[config.mk]
export PLATFORM = sky130hd
export DESIGN_NAME = instr_fetch_split
export DESIGN_NICKNAME = d
export VERILOG_FILES = /design/src/rtl/instr_fetch_split.sv
export SDC_FILE = /design/constraint.sdc
export NUM_CORES = 1
export LEC_CHECK = 0
export ABC_AREA = 1
export CORE_AREA = 5 5 84 62
export DETAILED_ROUTE_END_ITERATION = 8
export DIE_AREA = 0 0 89 67
export PLACE_DENSITY = 0.86
export SYNTH_ARGS = -nofsm -noshare
export SYNTH_HDL_FRONTEND = slang
export SYNTH_SLANG_ARGS = --single-unit
[constraint.sdc]
create_clock -name clk -period 2.9 [get_ports clk]
set_input_delay 0.29 -clock clk [delete_from_list [all_inputs] [get_ports clk]]
set_output_delay 0.29 -clock clk [all_outputs]
set_load 0.05 [all_outputs]
[src/rtl/instr_fetch_split.sv]
// Instruction fetch front-end: PC, ROM request/ack handshake, IR and immediate capture.
// Define FETCH_TIMEOUT_EN to abort a FETCH after 15 cycles without rom_ack.
module instr_fetch_split (
    input  logic        clk,
    input  logic        rst_n,
    input  logic        CS_PC_load,
    input  logic        CS_Ins_load,
    input  logic        CS_PC_inc,
    input  logic [15:0] rom_data,
    input  logic        rom_ack,
    output logic        rom_req,
    output logic [7:0]  rom_addr,
    output logic [3:0]  CS_opcode,
    output logic [2:0]  rd_addr,
    output logic [2:0]  rs_addr,
    output logic [15:0] imm_data,
    output logic        two_byte,
    output logic        ins_valid,
    output logic        fetch_busy,
    output logic [7:0]  pc_out,
    output logic        fetch_err
);
    typedef enum logic {IDLE, FETCH} state_t;

    localparam logic [15:0] IR_RESET = 16'hF000;

    state_t      state_q, state_d;
    logic [7:0]  pc_q, pc_d;
    logic [7:0]  addr_q, addr_d;
    logic [15:0] ir_q, ir_d;
    logic [15:0] imm_q, imm_d;
    logic        two_byte_q, two_byte_d;
    logic        valid_q, valid_d;
    logic        pend_q, pend_d;
    logic        finish;
`ifdef FETCH_TIMEOUT_EN
    logic [3:0]  cnt_q, cnt_d;
    logic        err_q, err_d;
`endif

    always_comb begin
        state_d    = state_q;
        pc_d       = pc_q;
        addr_d     = addr_q;
        ir_d       = ir_q;
        imm_d      = imm_q;
        two_byte_d = two_byte_q;
        valid_d    = 1'b0;
        pend_d     = pend_q;
        finish     = 1'b0;
`ifdef FETCH_TIMEOUT_EN
        cnt_d      = cnt_q;
        err_d      = err_q;
`endif
        case (state_q)
            IDLE: begin
                if (CS_PC_load && CS_Ins_load) begin
                    state_d = FETCH;
                    addr_d  = pc_q;
`ifdef FETCH_TIMEOUT_EN
                    cnt_d   = 4'd0;
`endif
                end
                if (CS_PC_inc) begin
                    pc_d = pc_q + 8'd1;
                end
            end
            FETCH: begin
                pend_d = pend_q | CS_PC_inc;
                if (rom_ack) begin
                    // The second word of MVI/LDA goes to imm; IR keeps the opcode.
                    if (two_byte_q) begin
                        imm_d      = rom_data;
                        two_byte_d = 1'b0;
                    end else begin
                        ir_d       = rom_data;
                        two_byte_d = (rom_data[15:12] == 4'b1100) || (rom_data[15:12] == 4'b1101);
                    end
                    valid_d = 1'b1;
                    finish  = 1'b1;
                end
`ifdef FETCH_TIMEOUT_EN
                else if (cnt_q == 4'd14) begin
                    err_d  = 1'b1;
                    finish = 1'b1;
                end else begin
                    cnt_d = cnt_q + 4'd1;
                end
`endif
                if (finish) begin
                    state_d = IDLE;
                    pend_d  = 1'b0;
                    if (pend_q || CS_PC_inc) begin
                        pc_d = pc_q + 8'd1;
                    end
                end
            end
            default: state_d = IDLE;
        endcase
    end

    always_ff @(posedge clk or negedge rst_n) begin
        if (!rst_n) begin
            state_q    <= IDLE;
            pc_q       <= 8'd0;
            addr_q     <= 8'd0;
            ir_q       <= IR_RESET;
            imm_q      <= 16'd0;
            two_byte_q <= 1'b0;
            valid_q    <= 1'b0;
            pend_q     <= 1'b0;
        end else begin
            state_q    <= state_d;
            pc_q       <= pc_d;
            addr_q     <= addr_d;
            ir_q       <= ir_d;
            imm_q      <= imm_d;
            two_byte_q <= two_byte_d;
            valid_q    <= valid_d;
            pend_q     <= pend_d;
        end
    end

`ifdef FETCH_TIMEOUT_EN
    always_ff @(posedge clk or negedge rst_n) begin
        if (!rst_n) begin
            cnt_q <= 4'd0;
            err_q <= 1'b0;
        end else begin
            cnt_q <= cnt_d;
            err_q <= err_d;
        end
    end
    assign fetch_err = err_q;
`else
    assign fetch_err = 1'b0;
`endif

    assign rom_req    = (state_q == FETCH);
    assign fetch_busy = (state_q == FETCH);
    assign rom_addr   = addr_q;
    assign CS_opcode  = ir_q[15:12];
    assign rd_addr    = ir_q[11:9];
    assign rs_addr    = ir_q[8:6];
    assign imm_data   = imm_q;
    assign two_byte   = two_byte_q;
    assign ins_valid  = valid_q;
    assign pc_out     = pc_q;
endmodule

=== Word level (Yosys, flattened, before mapping) ===
Cells that the tools add are included.

* Flip-flop bits (word level): 52
* Latch bits: 0
* Memory bits (writable): 0
* Memory bits (read-only): 0
* Output and inout bits: 47
* Memories: 0

* $add $sub $neg: 1
* Multipliers: 0
* Div/mod/pow operators: 0
* Magnitude comparators: 0
* Eq/ne operators: 5
* Shift-type cells: 0
* Mux-type cells: 12
* Bitwise logic cells: 3
* Reductions and logical operators: 8

{| class="wikitable"
|+ Operators by type and width
! cell !! count
|-
| two-way mux 8 bit || 3
|-
| one-hot mux 8 bit (2 select lines) || 1
|-
| AND reduction 3 bit || 3
|-
| adder 8 x 1 -> 8 bit (second input constant) || 1
|-
| equality test 4 bit (second input constant) || 2
|-
| two-way mux 1 bit || 7
|-
| inequality test 2 x 1 -> 1 bit (second input constant) || 2
|-
| AND reduction 2 bit || 2
|-
| logical OR 1 bit || 2
|-
| inequality test 2 bit (second input constant) || 1
|-
| NOT 1 bit || 2
|-
| one-hot mux 1 bit (2 select lines) || 1
|-
| logical AND 1 bit || 1
|-
| bitwise OR 1 bit || 1
|}

=== Logic depth before layout (Yosys ltp) ===
* Word-level depth: 4
* Mapped depth: 8
* Gate-level depth less buffers: 7

=== Worst setup path before layout ===
Ideal clock, no wire load.

* Path kind: register -> register
* Start point: register pc_q[1] (netlist: pc_out[1])
* End point: register pc_q[6] (netlist: pc_out[6])
* Library setup time: 0.120 ns
* Data arrival time: 1.345 ns
* Path slack: 1.435 ns
* Stages on the path, launching flop included: 7
* Period minus slack after synthesis: 1.465 ns
* Cells stage by stage: dfrtp_1 -> ha_1 -> nand3_1 -> nor2_1 -> nand2_1 -> nand2_1 -> nand2_1

* Word-level cells in the longest chain between the ends: 4
* Elaborated cells between the ends (all ways): 5
* Classes of those cells: add/sub (1); mux (4)

{| class="wikitable"
|+ Ends and longest elaborated chain
! element !! line !! source
|-
| start: declaration || 28 || <nowiki>logic [7:0] pc_q, pc_d;</nowiki>
|-
| start signal: assignment || 114 || <nowiki>pc_q <= pc_d;</nowiki>
|-
| adder 8 x 1 -> 8 bit * || 65, 94 ||
|-
| two-way mux 8 bit || 93 || <nowiki>if (pend_q || CS_PC_inc) begin</nowiki>
|-
| two-way mux 8 bit || 90 || <nowiki>if (finish) begin</nowiki>
|-
| one-hot mux 8 bit (2 select lines) * || 55 || <nowiki>case (state_q)</nowiki>
|}

Mark *: on every way between the ends. The rest lies on a longest branch, timed or not. The select of a mux whose other input is x is not followed.
A chain may end at the register's enable or synchronous reset.

=== Worst setup path in the final report ===
* Start point: register two_byte_q (netlist: two_byte)
* End point: output port two_byte

{| class="wikitable"
|+ RTL lines
! element !! line !! source
|-
| start: declaration || 32 || <nowiki>logic two_byte_q, two_byte_d;</nowiki>
|-
| start signal: assignment || 118 || <nowiki>two_byte_q <= two_byte_d;</nowiki>
|-
| end: declaration || 17 || <nowiki>output logic two_byte,</nowiki>
|}

No word-level cell between the ends.

==> summary.txt <==
internal power - 1530 µW
H-tree levels - 2
Setup Skew - 2.50 ps
P_leak - 0.00133 µW
Setup WS post-layout - 831 ps
CP endpoint kind - primary output
crit start category - flop
power density over cell area - 1060 nW/µm²
CP Launch Point - two_byte
final worst-path cycle share - 0.714
GRT Overall Usage - 0.164
Die Span Y - 67 µm
count of buffers from port buffering - 67
sw frac - 0.473
Synth warnings - 0
DP Worst Slack - 1140 ps
commonest non-fill, non-tap cells in the layout - nand2_1 (76), clkdlybuf4s50_1 (66), dfrtp_1 (42)
CTS Buf Count - 5
CTS tree - built
TNS Setup - 0 ps
final max-slew violation count - 0
core box area - 4280 µm²
via count - 1584
antenna violations before repair - 0
CTS Buffer Depth - 2
first-pass GRT wire length - 7380 µm
# DRC - 0
area grow syn2layout - 37.6%
Clock Power Share - 0.137
Worst path top cell family by delay - buffers and inverters
sequence of cells on the critical path - clkdlybuf4s50_1
slowest stage delay, CP - 900 ps
nets@finish - 303
internal reg-to-reg setup slack - 1620 ps
# rows - 20
Avg Vias per Cell - 4.71
hpwl dp - 3430 µm
Synth Instances - 214
fraction of layout cells with a size suffix above 1 - 0.135
DR WL/cell - 13.6 µm
overall power - 2900 µW
clk_lat worst skew - 290 ps
final setup violation count - 0
syn nets - 237
Worst EP required - 2610 ps
mapped cell area - 2000 µm²
Distinct cells, synth - 22
DRT Wirelength - 4560 µm
slew margin rel. - 0.320
Slowest-stage cell, CP - clkdlybuf4s50_1
status - finished clean
Antenna Violating Nets Remaining - 0
switching power - 1370 µW
Worst Path Arrival - 1780 ps
num ports - 69
worst vdd ir - 0.560 mV
post-synthesis sequential area ratio - 0.579
Hold Fails Final Rpt - 0
measured slew at the worst slew-check pin - 1020 ps
Util after Layout - 0.642
fin crit period - 2070 ps
RSZ-0062 raised after global routing - no
Max Cap Viol - 0
Hold Path Class - in -> async
Pre-antenna DRT Iters - 4
Seq cells post-synth - 46
CTS resizes - 0
kind of critical path - reg -> out
Congestion Overflow GR - 0
Initial DRC Count - 59
Seq pwr share - 0.347
Initial Util - 0.467
leading area contributor after synthesis - dfrtp_1
Die ar. - 5960 µm²
clock-pin slew of the registers on the worst-case setup and hold paths - 80 ps
Antenna Cells - 0
CTS root buf - clkbuf_8
combinational share of power - 0.517
reg2reg start - fetch_busy
postcts setup bufs - 0
Avg Cell Area, Syn - 9.34 µm²
fraction of synthesized cell area taken by the top area cell type - 0.526
cts hold-fix bufs - 0
Fmax - 0.483 GHz
Max FO, Critical Path - 11
Die Width - 89 µm
Bufs and invs on worst path - 1
number of global-route vias before repair - 1535
routability cong. - 0.787
commonest non-fill, non-tap cell in the layout - nand2_1
Area contributors post-synth - dfrtp_1 (53%), nand2_1 (14%), o21ai_2 (7.9%)
clock sink count - 46
largest net degree at the start of global routing - 47
==> through the flow <==
stage | cell area, µm² | hold WS (ps) | cells
2_1_floorplan | 2000 | -5.59 | 214
3_3_place_gp | 2660 | 452 | 328
6_report | 2750 | 175 | 336
4_1_cts | 2750 | 200 | 336
5_1_grt | 2750 | 258 | 336
3_5_place_dp | 2660 | 454 | 328
==> Yosys cell counts (all sizes together) <==
library cell / number
conb: 1
nand3b: 1
inv: 26
buf: 8
o21ai: 30
nand3: 13
o21bai: 1
nor2: 6
ha: 1
nand4: 1
xor2: 1
dfstp: 4
nand2: 79
dfrtp: 42
==> sequential cells by signal, summed over array words and instances, names as in the netlist <==
name,flops
imm_data,16
ir_q,10
pc_out,8
rom_addr,8
fetch_busy,1
ins_valid,1
pend_q,1
two_byte,1
==> metal layers <==
metal	part of all wire	routed length, µm	up-vias	global-route usage
li1	-	-	793	-
met1	0.46	2110	745	0.217
met2	0.47	2120	40	0.261
met3	0.055	252	6	0.0396
met4	0.016	71	0	0.0613
met5	0	0	-	0
==> kinds of logic (layout without fill, tap and decap cells) <==
kind of cell	after synthesis	in the layout	synth area share
other cells	1	1	0.00188
xor+xnor	1	1	0.00438
flops	46	46	0.579
simple gates	100	100	0.209
fa+ha+maj	1	1	0.00626
buf+inv	34	101	0.0877
compound gates	31	31	0.113
==> final timing paths <==
kind / to / cells after the start
hold / removal: ir_q[10] / 1
setup / recovery: two_byte / 1
min in group clk: ir_q[14] / 2
max in group asynchronous: imm_data[8] / 1
setup reg to reg: imm_data[6] / 5
hold reg to reg: ir_q[14] / 2
==> area by class of cell <==
class | instances | area [µm²]
fill | 384 | 1530
sequential | 46 | 1160
multi-input combinational | 134 | 667
timing repair buffer | 67 | 666
inverter | 26 | 100
clock buffer | 7 | 86.3
tap | 55 | 68.8
clock inverter | 1 | 5.00
==> power by group through the flow <==
stage               clock network [µW]  registers (µW)  logic (µW)
floorplan                            0            1700         302
global placement                     0            1000        1490
detailed placement                   0            1020        1510
CTS                                401            1010        1520
global route                       435            1040        1580
finish                             396            1010        1500
Note: power is estimated with default switching activity, not from simulation.
